## src/rtl/ula_sequencer_pkg.sv

```systemverilog
// Shared definitions for the ULA command sequencer: FSM state encoding and
// datapath size defaults.
package ula_sequencer_pkg;

  localparam int unsigned N_DEFAULT = 8;
  localparam int unsigned A_DEFAULT = 3;

  typedef enum logic [2:0] {
    IDLE   = 3'd0,
    DECODE = 3'd1,
    EXEC   = 3'd2,
    WB     = 3'd3,
    DONE   = 3'd4
  } state_t;

endpackage

```

## src/rtl/ula_seq_fsm.sv

```systemverilog
// Sequencer control FSM: fixed five-step walk per accepted command, emitting
// the accept/capture/write-back strobes consumed by the top.
module ula_seq_fsm
  import ula_sequencer_pkg::*;
(
  input  logic clk,
  input  logic rst,
  input  logic cmd_valid,
  output logic cmd_ready,
  output logic busy,
  output logic done,
  output logic accept,
  output logic capture,
  output logic wb
);

  state_t state;
  state_t next;

  always_ff @(posedge clk or negedge rst) begin
    if (!rst) state <= IDLE;
    else      state <= next;
  end

  always_comb begin
    next = state;
    unique case (state)
      IDLE:    if (cmd_valid) next = DECODE;
      DECODE:  next = EXEC;
      EXEC:    next = WB;
      WB:      next = DONE;
      DONE:    next = IDLE;
      default: next = IDLE;
    endcase
  end

  always_comb begin
    cmd_ready = 1'b0;
    busy      = 1'b0;
    done      = 1'b0;
    accept    = 1'b0;
    capture   = 1'b0;
    wb        = 1'b0;
    unique case (state)
      IDLE: begin
        cmd_ready = 1'b1;
        accept    = cmd_valid;
      end
      DECODE: busy = 1'b1;
      EXEC: begin
        busy    = 1'b1;
        capture = 1'b1;
      end
      WB: begin
        busy = 1'b1;
        wb   = 1'b1;
      end
      DONE: begin
        busy = 1'b1;
        done = 1'b1;
      end
      default: ;
    endcase
  end

endmodule

```

## src/rtl/ula_sequencer.sv

```systemverilog
// Multi-cycle control unit for the register bank / ULA datapath: accepts one
// command, drives reads, captures the ULA result and writes it back.
module ula_sequencer
  import ula_sequencer_pkg::*;
#(
  parameter int unsigned N = N_DEFAULT,
  parameter int unsigned A = A_DEFAULT
) (
  input  logic         clk,
  input  logic         rst,
  input  logic         cmd_valid,
  output logic         cmd_ready,
  input  logic [2:0]   cmd_op,
  input  logic [A-1:0] cmd_rd,
  input  logic [A-1:0] cmd_rs1,
  input  logic [A-1:0] cmd_rs2,
  input  logic         cmd_use_imm,
  input  logic         cmd_nowb,
  output logic [A-1:0] ra1,
  output logic [A-1:0] ra2,
  output logic [A-1:0] wa3,
  output logic         we3,
  output logic [N-1:0] wd3,
  output logic         ula_src,
  output logic [2:0]   ula_control,
  input  logic [N-1:0] ula_result,
  input  logic         ula_z,
  output logic [N-1:0] result_q,
  output logic         z_q,
  output logic         busy,
  output logic         done,
  output logic [7:0]   op_count
);

  typedef struct packed {
    logic [2:0]   op;
    logic [A-1:0] rd;
    logic [A-1:0] rs1;
    logic [A-1:0] rs2;
    logic         use_imm;
    logic         nowb;
  } cmd_t;

  cmd_t cmd_q;
  logic accept;
  logic capture;
  logic wb;

  ula_seq_fsm u_fsm (
    .clk       (clk),
    .rst       (rst),
    .cmd_valid (cmd_valid),
    .cmd_ready (cmd_ready),
    .busy      (busy),
    .done      (done),
    .accept    (accept),
    .capture   (capture),
    .wb        (wb)
  );

  // The command register doubles as the registered read/mux/op drive; clearing
  // it on leaving DONE returns those outputs to zero in IDLE.
  always_ff @(posedge clk or negedge rst) begin
    if (!rst) begin
      cmd_q <= '0;
    end else if (accept) begin
      cmd_q <= '{op: cmd_op, rd: cmd_rd, rs1: cmd_rs1, rs2: cmd_rs2,
                 use_imm: cmd_use_imm, nowb: cmd_nowb};
    end else if (done) begin
      cmd_q <= '0;
    end
  end

  always_ff @(posedge clk or negedge rst) begin
    if (!rst) begin
      result_q <= '0;
      z_q      <= 1'b0;
    end else if (capture) begin
      result_q <= ula_result;
      z_q      <= ula_z;
    end
  end

  always_ff @(posedge clk or negedge rst) begin
    if (!rst)      op_count <= '0;
    else if (done) op_count <= op_count + 8'd1;
  end

  always_comb begin
    ra1         = cmd_q.rs1;
    ra2         = cmd_q.rs2;
    ula_src     = cmd_q.use_imm;
    ula_control = cmd_q.op;
    we3         = wb & ~cmd_q.nowb;
    wa3         = wb ? cmd_q.rd : '0;
    wd3         = wb ? result_q : '0;
  end

endmodule

```

## config.mk

```make
export PLATFORM = sky130hd
export DESIGN_NAME = ula_sequencer
export DESIGN_NICKNAME = d
export VERILOG_FILES = /design/src/rtl/ula_sequencer_pkg.sv /design/src/rtl/ula_seq_fsm.sv /design/src/rtl/ula_sequencer.sv
export SDC_FILE = /design/constraint.sdc
export NUM_CORES = 1
export LEC_CHECK = 0
export CAP_MARGIN = 40
export CELL_PAD_IN_SITES_DETAIL_PLACEMENT = 0
export CELL_PAD_IN_SITES_GLOBAL_PLACEMENT = 1
export CORE_MARGIN = 4
export CORE_UTILIZATION = 31
export CTS_CLUSTER_DIAMETER = 150
export DETAILED_ROUTE_END_ITERATION = 8
export HOLD_SLACK_MARGIN = 0.06
export PLACE_DENSITY_LB_ADDON = 0.1
export SLEW_MARGIN = 0
export SYNTH_ARGS = -nofsm -noshare
export SYNTH_HDL_FRONTEND = slang
export SYNTH_SLANG_ARGS = --single-unit
```

## constraint.sdc

```tcl
create_clock -name clk -period 1.75 [get_ports clk]
set_clock_uncertainty 0.15 [all_clocks]
set_input_delay 0.35 -clock clk [delete_from_list [all_inputs] [get_ports clk]]
set_output_delay 0.35 -clock clk [all_outputs]
set_load 0.01 [all_outputs]
```

==> impl_metrics.prom <==
# TYPE chip_impl_metric gauge
chip_impl_metric{name="pwr-share-seq",unit="%"} 33.4
chip_impl_metric{name="vdd_drop_max",unit="uV"} 675
chip_impl_metric{name="final_setup_slack_of_the_worst_path",unit="ns"} -0.0887
chip_impl_metric{name="final_total_negative_setup_slack",unit="ns"} -0.663
chip_impl_metric{name="instances_no_fill",unit=""} 292
chip_impl_metric{name="worst_skew_pair.late_latency",unit="ns"} 0.28
chip_impl_metric{name="clock_tree_sinks",unit=""} 34
chip_impl_metric{name="dr_total_vias",unit=""} 1257
chip_impl_metric{name="cp.arrival",unit="ns"} 1.34
chip_impl_metric{name="power.share.combinational",unit="%"} 52.9
chip_impl_metric{name="synth_enable_flop_cells",unit=""} 0
chip_impl_metric{name="maximum_number_of_pins_on_one_net_before_global_route_repair",unit=""} 35
chip_impl_metric{name="p_sw_share",unit="%"} 34.6
chip_impl_metric{name="total_clock_buffers_created_by_cts",unit=""} 5
chip_impl_metric{name="area_of_the_die",unit="mm2"} 0.00636
chip_impl_metric{name="synth-seq-area-share",unit="%"} 53.3
chip_impl_metric{name="antennaDiodeCount",unit=""} 0
chip_impl_metric{name="period_share",unit="%"} 105
chip_impl_metric{name="worst_slew_pin_slew",unit="ns"} 0.282
chip_impl_metric{name="dpl.hpwl",unit="mm"} 2.88
chip_impl_info{name="worstSetupEndpointType",value="output pin"} 1
chip_impl_metric{name="cell_total_after_placement",unit=""} 278
chip_impl_metric{name="antenna_violations_before_repair",unit=""} 0
chip_impl_metric{name="clockPowerShare",unit="%"} 13.7
chip_impl_metric{name="worstPathMaxFanout",unit=""} 6
chip_impl_metric{name="drive_above_1_share",unit="%"} 30.2
chip_impl_metric{name="place_area",unit="mm2"} 0.00233
chip_impl_metric{name="yosys.area.top_type_share",unit="%"} 53.3
chip_impl_metric{name="grt_first_pass_wirelength",unit="mm"} 6.58
chip_impl_info{name="status",value="finished, violations left"} 1
chip_impl_metric{name="grt_pass1_vias",unit=""} 1360
chip_impl_metric{name="cp_num_cells",unit=""} 4
chip_impl_metric{name="yosys_warnings",unit=""} 0
chip_impl_metric{name="gr_util_met2",unit="%"} 22.7
chip_impl_metric{name="vias_per_cell",unit=""} 4.30
chip_impl_metric{name="h-tree-depth",unit=""} 2
chip_impl_info{name="setup.worst_path.class",value="flop to output pin"} 1
chip_impl_metric{name="fin_nets",unit=""} 252
chip_impl_info{name="critPathLaunchType",value="flop"} 1
chip_impl_info{name="critPathSlowestCell",value="dfrtp_1"} 1
chip_impl_metric{name="synthesis.area",unit="mm2"} 0.00160
chip_impl_metric{name="io_buffers",unit=""} 67
chip_impl_info{name="ys_top_cells_by_count",value="35 x nand2_1, 34 x dfrtp_1, 11 x and2_1, 11 x buf_4, 10 x o21ai_0"} 1
chip_impl_metric{name="length_in_cells_of_the_worst_reg_to_reg_path",unit=""} 5
chip_impl_info{name="hp_class",value="flop to flop"} 1
chip_impl_metric{name="leakagePower",unit="nW"} 1.23
chip_impl_info{name="synthDominantAreaCellType",value="dfrtp_1"} 1
chip_impl_metric{name="cp.required",unit="ns"} 1.25
chip_impl_info{name="synth.area.top_cells",value="dfrtp_1 53%, nand2_1 8.2%, mux2_2 6.3%"} 1
chip_impl_metric{name="drt-total-wl",unit="mm"} 4.01
chip_impl_metric{name="fmax",unit="MHz"} 544
chip_impl_metric{name="timing.final.max_slew_violations",unit=""} 0
chip_impl_metric{name="slew_headroom",unit="%"} 81.1
chip_impl_metric{name="drcViolationCount",unit=""} 0
chip_impl_metric{name="initialDrtViolationCount",unit=""} 39
chip_impl_info{name="clock_tree_from_tritoncts",value="yes"} 1
chip_impl_info{name="crit_path_cell_trace",value="and3b_2 > buf_6 > and2_1 > buf_2"} 1
chip_impl_metric{name="gp_routability_congestion",unit=""} 0.703
chip_impl_metric{name="cp_slowest_stage_delay",unit="ns"} 0.40
chip_impl_info{name="grt_setup_unrepaired",value="yes"} 1
chip_impl_metric{name="finalSetupViolCount",unit=""} 11
chip_impl_info{name="grt-busiest-layer",value="met2"} 1
chip_impl_metric{name="post_synth_inst_count",unit=""} 149
chip_impl_metric{name="postSynth.asyncResetShare",unit="%"} 100
chip_impl_metric{name="layout-area-overhead-vs-synth",unit="%"} 59.1
chip_impl_metric{name="rows",unit=""} 25
chip_impl_metric{name="layout.filler_cells",unit=""} 428
chip_impl_metric{name="cts.reportedPaths.clkPinSlew",unit="ns"} 0.07
chip_impl_metric{name="crit_buf_inv",unit=""} 2
chip_impl_metric{name="postLayoutCellArea",unit="mm2"} 0.00254
chip_impl_metric{name="synth_nets",unit=""} 176
chip_impl_info{name="most_common_cell_in_the_synthesized_netlist",value="nand2_1"} 1
chip_impl_metric{name="final.min_clock_period",unit="ns"} 1.84
chip_impl_metric{name="met1_usage",unit="%"} 16.3
chip_impl_info{name="clockRootBuffer",value="clkbuf_8"} 1
chip_impl_metric{name="synth.distinct_cells",unit=""} 26
chip_impl_metric{name="intPower",unit="W"} 0.00262
chip_impl_metric{name="track_usage",unit="%"} 13.5
chip_impl_metric{name="die_width",unit="um"} 79.8
chip_impl_metric{name="pwr_density_cell",unit="mW/mm2"} 1580
chip_impl_metric{name="gr-usage-met3",unit="%"} 4.63
chip_impl_metric{name="number_of_antenna_violating_nets_in_the_routed_design",unit=""} 0
chip_impl_metric{name="max-clock-path-buffers",unit=""} 2
chip_impl_metric{name="min_path_cells",unit=""} 1
chip_impl_metric{name="p_switching",unit="W"} 0.00139
chip_impl_metric{name="finalHoldViolCount",unit=""} 0
chip_impl_metric{name="initial_core_util",unit="%"} 32.9
chip_impl_metric{name="design.core.area",unit="mm2"} 0.00485
chip_impl_info{name="violations",value="negative setup slack"} 1
chip_impl_metric{name="firstDrtPassIters",unit=""} 4
chip_impl_info{name="critPathTopFamily",value="flip-flops"} 1
chip_impl_metric{name="ios",unit=""} 68
chip_impl_metric{name="count_of_state_elements_after_synthesis",unit=""} 34
chip_impl_metric{name="max_cap_violations",unit=""} 0
chip_impl_metric{name="total_grt_overflow",unit=""} 0
chip_impl_metric{name="fp.dieH",unit="um"} 79.8
chip_impl_metric{name="routedWlPerCell",unit="um"} 13.7
chip_impl_metric{name="syn_avg_cell_area",unit="um2"} 10.7
chip_impl_info{name="ys_dominant_reg_cell",value="dfrtp_1"} 1
==> power by group through the flow <==
stage	registers (W)	logic, W	clock network [W]
finish	0.00134	0.00212	0.000548
detailed placement	0.00135	0.00200	0
CTS	0.00134	0.00206	0.000574
global route	0.00139	0.00231	0.000611
floorplan	0.00138	0.00103	0
global placement	0.00134	0.00196	0
==> placed cells by master (no fill, tap or decap), types with 2 or more instances in the layout <==
master / Yosys / routed
dfrtp_1: 34 / 32
o21ai_1: 4 / 4
clkdlybuf4s50_1: 0 / 41
clkbuf_8: 0 / 5
o21ai_0: 10 / 10
buf_4: 11 / 12
nor3_1: 4 / 3
and2_1: 11 / 2
nor2_1: 5 / 5
dfrtp_2: 0 / 2
and2_4: 0 / 9
mux2_2: 9 / 9
dlygate4sd2_1: 0 / 2
buf_2: 3 / 6
dlymetal6s2s_1: 0 / 8
xnor2_1: 3 / 3
xor2_1: 4 / 4
nand2_1: 35 / 35
buf_12: 0 / 2
buf_6: 3 / 15
clkbuf_1: 1 / 2
==> sequential cells by signal (all words and copies together) (netlist names) <==
signal       cells
cmd_q            4
op_count         8
ra1              3
ra2              3
result_q         8
u_fsm.state      3
ula_control      3
ula_src          1
z_q              1
==> layer usage <==
| layer | vias to the layer above | share of wire [%] |
|---|---|---|
| li1 | 623 | - |
| met1 | 588 | 42 |
| met2 | 44 | 51 |
| met3 | 2 | 6.6 |
| met4 | 0 | 0.37 |
| met5 | - | 0 |
==> timing repair <==
item                       4_1_cts  5_1_grt
resized for setup               83       23
gates cloned                     0        1
setup endpoints to repair       20       31
hold endpoints to repair        34        0
pin swaps                        8        0
hold buffers                     1        0
setup buffers                    5        0
==> final cells by class <==
type                    instances  area, um2  share of cell area (%)
inverters                       1       8.76                   0.345
repair buffers                 87        867                    34.1
well taps                      67       83.8                    3.30
flip-flops and latches         34        853                    33.6
clock buffers                   7       76.3                    3.00
multi-input cells              96        651                    25.6
==> path summary, 6_finish.rpt <==
kind	start	end	slack, ns
worst max register to register	u_fsm.state[0]	z_q	0.05
worst max-delay path	u_fsm.state[1]	wd3[4]	-0.09
min in group asynchronous	rst	op_count[5]	0.40
max in group asynchronous	rst	op_count[1]	0.85
worst min register to register	op_count[7]	op_count[7]	0.32
worst min-delay path	op_count[7]	op_count[7]	0.32
==> cells by family after synthesis <==
logic type,after synthesis,share of synthesized area [%]
buf+inv,19,9.01
simple gates,63,20.8
compound gates,15,4.86
flops,34,53.3
xor+xnor,8,4.86
mux,9,6.35
fa+ha+maj,1,0.784
==> stage by stage <==
stage	setup slack, ns	power [W]	hold WS, ns	utilization, %
floorplan	0.132	0.00240	-0.0956	-
global placement	-0.209	0.00329	0.174	48.1
detailed placement	-0.246	0.00335	0.176	48.1
CTS	-0.100	0.00397	0.324	50.7
global route	-0.154	0.00431	0.360	52.4
finish	-0.0887	0.00401	0.316	52.4
No activity file was read; power rests on OpenSTA's default activity.
==> RTL edit 1: new RTL, same settings <==
The 5 states of `state_t` get a Gray code encoding in 3 bits.
--- a/src/rtl/ula_sequencer_pkg.sv
+++ b/src/rtl/ula_sequencer_pkg.sv
@@ -6,11 +6,11 @@
   localparam int unsigned A_DEFAULT = 3;
 
   typedef enum logic [2:0] {
-    IDLE   = 3'd0,
-    DECODE = 3'd1,
-    EXEC   = 3'd2,
-    WB     = 3'd3,
-    DONE   = 3'd4
+    IDLE   = 3'b000,
+    DECODE = 3'b001,
+    EXEC   = 3'b011,
+    WB     = 3'b010,
+    DONE   = 3'b110
   } state_t;
 
 endpackage
Formal check against the unedited RTL: no difference found for any inputs over 10 cycles, from zero or initial values and one cycle with rst low; not proved beyond that.
==> RTL edit 1 against the unedited design <==
The flow still finishes with violations (setup timing). Non-clock buffer count is 1 higher. Largest cell class is now registers. Total power rose by 2.4%. Setup slack got worse by 90 ps. Area after synthesis is 2.4% lower. Final area down 1.1%. Sequential cell count stayed put. First-iteration DRC count increased by 33%. Highest routed layer unchanged. Count of clock-buffer cells in the layout stayed put. Maximum frequency shrank 4.7%. Wire length is 5.0% lower. Clock power decreased by 4.0%. Die area fell by 2.1%.
==> RTL edit 1: results (changes against the unedited design) <==
Via/cell ratio: 4.33 (was 4.30)
Cell variety after synth: 24 (was 26)
Vias in the first global route: 1351 (was 1360)
Slack of the critical path: -179 ps (was -88.7 ps)
Final WL: 3.81 mm (was 4.01 mm)
Syn Nets: 173 (was 176)
Final Wtd Congestion: 0.749 (was 0.703)
Synth Area in Compound Gates: 5.54% (was 4.86%)
Total track usage: 12.5% (was 13.5%)
Wirelength per Cell: 13.1 um (was 13.7 um)
Initial DRC Count: 52 (was 39)
Detail Placement HPWL: 2.75 mm (was 2.88 mm)
Mux contribution to synthesized area: 6.50% (was 6.35%)
Place WS: -273 ps (was -246 ps)
Final setup fails: 14 (was 11)
Worst vdd ir: 595 uV (was 675 uV)
Failing checks: setup timing (unchanged)
DR pass1 iterations: 4 (unchanged)
FF-to-FF Start: u_fsm.state[0] (unchanged)
Internal: 2.70 mW (was 2.62 mW)
Leak Pwr: 1.20 nW (was 1.23 nW)
Clk_lat worst skew: 280 ps (about the same)
Arrival time at the worst endpoint: 1430 ps (was 1340 ps)
Post-synthesis sequential area ratio: 54.6% (was 53.3%)
First-pass GRT wire length: 6.09 mm (was 6.58 mm)
Largest cells by area after synthesis: dfrtp_1 (55%), nand2_1 (7.9%), mux2_2 (6.5%), and2_1 (4.4%), buf_4 (4.3%) (was dfrtp_1 (53%), nand2_1 (8.2%), mux2_2 (6.3%), buf_4 (5.2%), and2_1 (4.3%))
Initial antenna violation count: 0 (unchanged)
Fin nets: 251 (was 252)
Ratio of cells with drive above 1 in the final layout: 31.7% (was 30.2%)
M1 GR Usage: 13.5% (was 16.3%)
Met3 GRT Util: 4.65% (was 4.63%)
Post-Synthesis Cells: 146 (was 149)
Run status: complete, but fails checks (unchanged)
Synth Area in XOR/XNOR: 3.93% (was 4.86%)
Worst-Margin Slew: 458 ps (was 282 ps)
Post-synth top cells: dfrtp_1 (34), nand2_1 (33), and2_1 (11) (was nand2_1 (35), dfrtp_1 (34), and2_1 (11), buf_4 (11), o21ai_0 (10))
Largest net degree at the start of global routing: 29 (was 35)
Critical path fanouts, max: 5 (was 6)
Fill count: 434 (was 428)
## RTL edit 1: changes by cell type in the layout (fill, tap and decap cells not counted), sizes merged, moves of 2 or more
cell           change
nand3b             +2
nand2              -2
dlymetal6s2s       -5
clkdlybuf4s50      +5
## RTL edit 1: layer usage
metal / vias up / part of all wire, %
met5: - / 0
met3: 6 / 7.2
li1: 621 / -
met4: 0 / 1.1
met1: 600 / 40
met2: 33 / 52
## RTL edit 1: cell type report
type	count	area, um^2	share of cell area, %
inverter	1	3.75	0.149
timing repair buffer	88	852	33.9
multi-input combinational	94	644	25.6
tap	67	83.8	3.34
clock buffer	7	76.3	3.04
sequential	34	852	33.9
## RTL edit 1: what timing repair did
item,4_1_cts,5_1_grt
setup endpoints to repair,19,20
gates resized for setup,76,28
pin swaps,7,6
setup buffers,7,4
hold endpoints to repair,20,0
hold buffers,1,0
## RTL edit 1: path summary, 6_finish.rpt
check	depth (start not counted)	end	slack, ps
max reg2reg	7	op_count[7]	50
min reg2reg	1	op_count[7]	310
min	1	op_count[7]	310
max	6	wd3[1]	-180
min in group asynchronous	2	result_q[7]	430
max in group asynchronous	3	op_count[3]	450
## RTL edit 1: power groups by stage
stage	Clock, mW	Sequential [mW]	Combinational [mW]
after floorplan	0	1.35	1.02
after global routing	0.581	1.36	2.45
after global placement	0	1.31	2.00
final	0.526	1.31	2.26
after detailed placement	0	1.32	2.03
after CTS	0.547	1.32	2.13
## RTL edit 1: cell families after synthesis
group                    Yosys count
AO/OA/AOI/OAI                     15
AND/OR/NAND/NOR                   62
multiplexers                       9
adder cells (fa/ha/maj)            1
buffers and inverters             18
flip-flops                        34
XOR/XNOR                           7
## RTL edit 1: metrics by stage
stage	total power, mW	hold WS, ps	TNS [ps]	area, um^2	utilization, %
floorplan	2.37	-95.6	0	1560	-
global placement	3.31	181	-2770	2270	47.5
global route	4.40	338	-2580	2510	52.5
CTS	3.99	326	-2010	2400	50.2
detailed placement	3.36	181	-3350	2270	47.5
finish	4.10	313	-1370	2510	52.5
==> RTL edit 2: new RTL, same flow settings <==
Without the edit above. Change the package constant `A_DEFAULT` from 3 to 5.
--- a/src/rtl/ula_sequencer_pkg.sv
+++ b/src/rtl/ula_sequencer_pkg.sv
@@ -3,7 +3,7 @@
 package ula_sequencer_pkg;
 
   localparam int unsigned N_DEFAULT = 8;
-  localparam int unsigned A_DEFAULT = 3;
+  localparam int unsigned A_DEFAULT = 5;
 
   typedef enum logic [2:0] {
     IDLE   = 3'd0,
Interface: changed (6 resized); port bits go from 68 to 80. The function was not compared with the original's and may differ.
==> RTL edit 2 against the unedited design <==
The flow still finishes with violations (setup timing). Total power is 14% higher. Final area is 16% higher. Count of clock-buffer cells in the layout is 1 higher. Sequential cell count is 6 higher. Wire length is 6.8% higher. Clock power is 15% higher. Die area is 15% higher. Synthesized cell count is 22% higher. Area after synthesis is 17% higher. Sequential share of layout area is 0.42 points higher. Setup slack worse by 25 ps. Largest cell class unchanged.
==> RTL edit 2: results (changes against the unedited design) <==
Largest net degree at the start of global routing: 41 (was 35)
Fin nets: 297 (was 252)
First-pass GRT wire length: 7.16 mm (was 6.58 mm)
Worst vdd ir: 659 uV (was 675 uV)
Post-synth top cells: nand2_1 (47), dfrtp_1 (40), o21ai_0 (18) (was nand2_1 (35), dfrtp_1 (34), and2_1 (11), buf_4 (11), o21ai_0 (10))
Hold WS: 319 ps (was 316 ps)
Worst-Margin Slew: 395 ps (was 282 ps)
DP Area: 0.00272 mm^2 (was 0.00233 mm^2)
Fill count: 563 (was 428)
Leak Pwr: 1.39 nW (was 1.23 nW)
Final setup fails: 16 (was 11)
Critical path fanouts, max: 7 (was 6)
M1 GR Usage: 15.8% (was 16.3%)
Ratio of cells with drive above 1 in the final layout: 28.3% (was 30.2%)
Failing checks: setup timing (unchanged)
Post-synthesis sequential area ratio: 53.5% (was 53.3%)
Final std cells w/o fill: 340 (was 292)
Met3 WL: 346 um (was 265 um)
Cells after DPL: 327 (was 278)
Synth Area in XOR/XNOR: 4.14% (was 4.86%)
Arrival time at the worst endpoint: 1360 ps (was 1340 ps)
Largest regs: op_count (8), result_q (8), cmd_q (6) (was op_count (8), result_q (8), cmd_q (4))
Syn Nets: 215 (was 176)
Detail Placement HPWL: 3.08 mm (was 2.88 mm)
Run status: complete, but fails checks (unchanged)
Internal reg-to-reg setup slack: 130 ps (was 50 ps)
R2R cell count: 4 (was 5)
Final TNS setup: -1360 ps (was -663 ps)
Detail Route met2 WL: 2.06 mm (was 2.04 mm)
Largest cells by area after synthesis: dfrtp_1 (53%), nand2_1 (9.4%), buf_4 (5.6%), mux2_2 (5.4%), o21ai_0 (4.8%) (was dfrtp_1 (53%), nand2_1 (8.2%), mux2_2 (6.3%), buf_4 (5.2%), and2_1 (4.3%))
Vias in the first global route: 1541 (was 1360)
DRT met1 WL: 1.82 mm (was 1.68 mm)
Total track usage: 12.3% (was 13.5%)
Slack of the critical path: -114 ps (was -88.7 ps)
==> RTL edit 2: cell types whose count changed after synthesis, sizes merged <==
cell	change
clkbuf	+2
o21ai	+6
and2	+2
dfrtp	+6
nand2	+12
buf	+5
==> RTL edit 2: cell type report <==
class | count | share of cell area [%]
inverters | 1 | 0.297
clock buffers | 8 | 3.06
well taps | 75 | 3.18
repair buffers | 100 | 34.2
flip-flops and latches | 40 | 34.0
multi-input cells | 116 | 25.3
==> RTL edit 2: power by group <==
part | internal, mW | switching [mW] | leakage (nW)
registers | 1.32 | 0.236 | 0.502
logic | 1.38 | 0.997 | 0.842
clock network | 0.322 | 0.307 | 0.0455
total | 3.02 | 1.54 | 1.39
==> RTL edit 2: critical path, stage by stage (launching register included) <==
cell,delay [ps]
dfrtp_2,430
and3b_2,260
buf_6,140
and2_4,150
buf_6,110
==> RTL edit 2: worst max-delay path by stage <==
stage | from | endpoint | slack [ps] | cells past startpoint
2_1_floorplan | u_fsm.state[2] | wa3[2] | 110 | 4
3_3_place_gp | u_fsm.state[1] | done | -210 | 3
3_5_place_dp | u_fsm.state[1] | we3 | -240 | 4
4_1_cts | u_fsm.state[2] | we3 | -130 | 4
5_1_grt | u_fsm.state[2] | wa3[2] | -170 | 4
6_report | u_fsm.state[1] | wd3[5] | -110 | 4
==> RTL edit 2: cell families after synthesis <==
group	count (synthesis)
flip-flops	40
AO/OA/AOI/OAI	21
multiplexers	9
adder cells (fa/ha/maj)	1
XOR/XNOR	8
buffers and inverters	26
AND/OR/NAND/NOR	77
==> RTL edit 2: what timing repair did <==
| action | in CTS | in global routing |
|---|---|---|
| hold endpoints to repair | 15 | 0 |
| setup endpoints to repair | 21 | 24 |
| hold buffers | 1 | 0 |
| pin swaps | 12 | 0 |
| setup buffers | 4 | 0 |
| gates resized for setup | 98 | 17 |
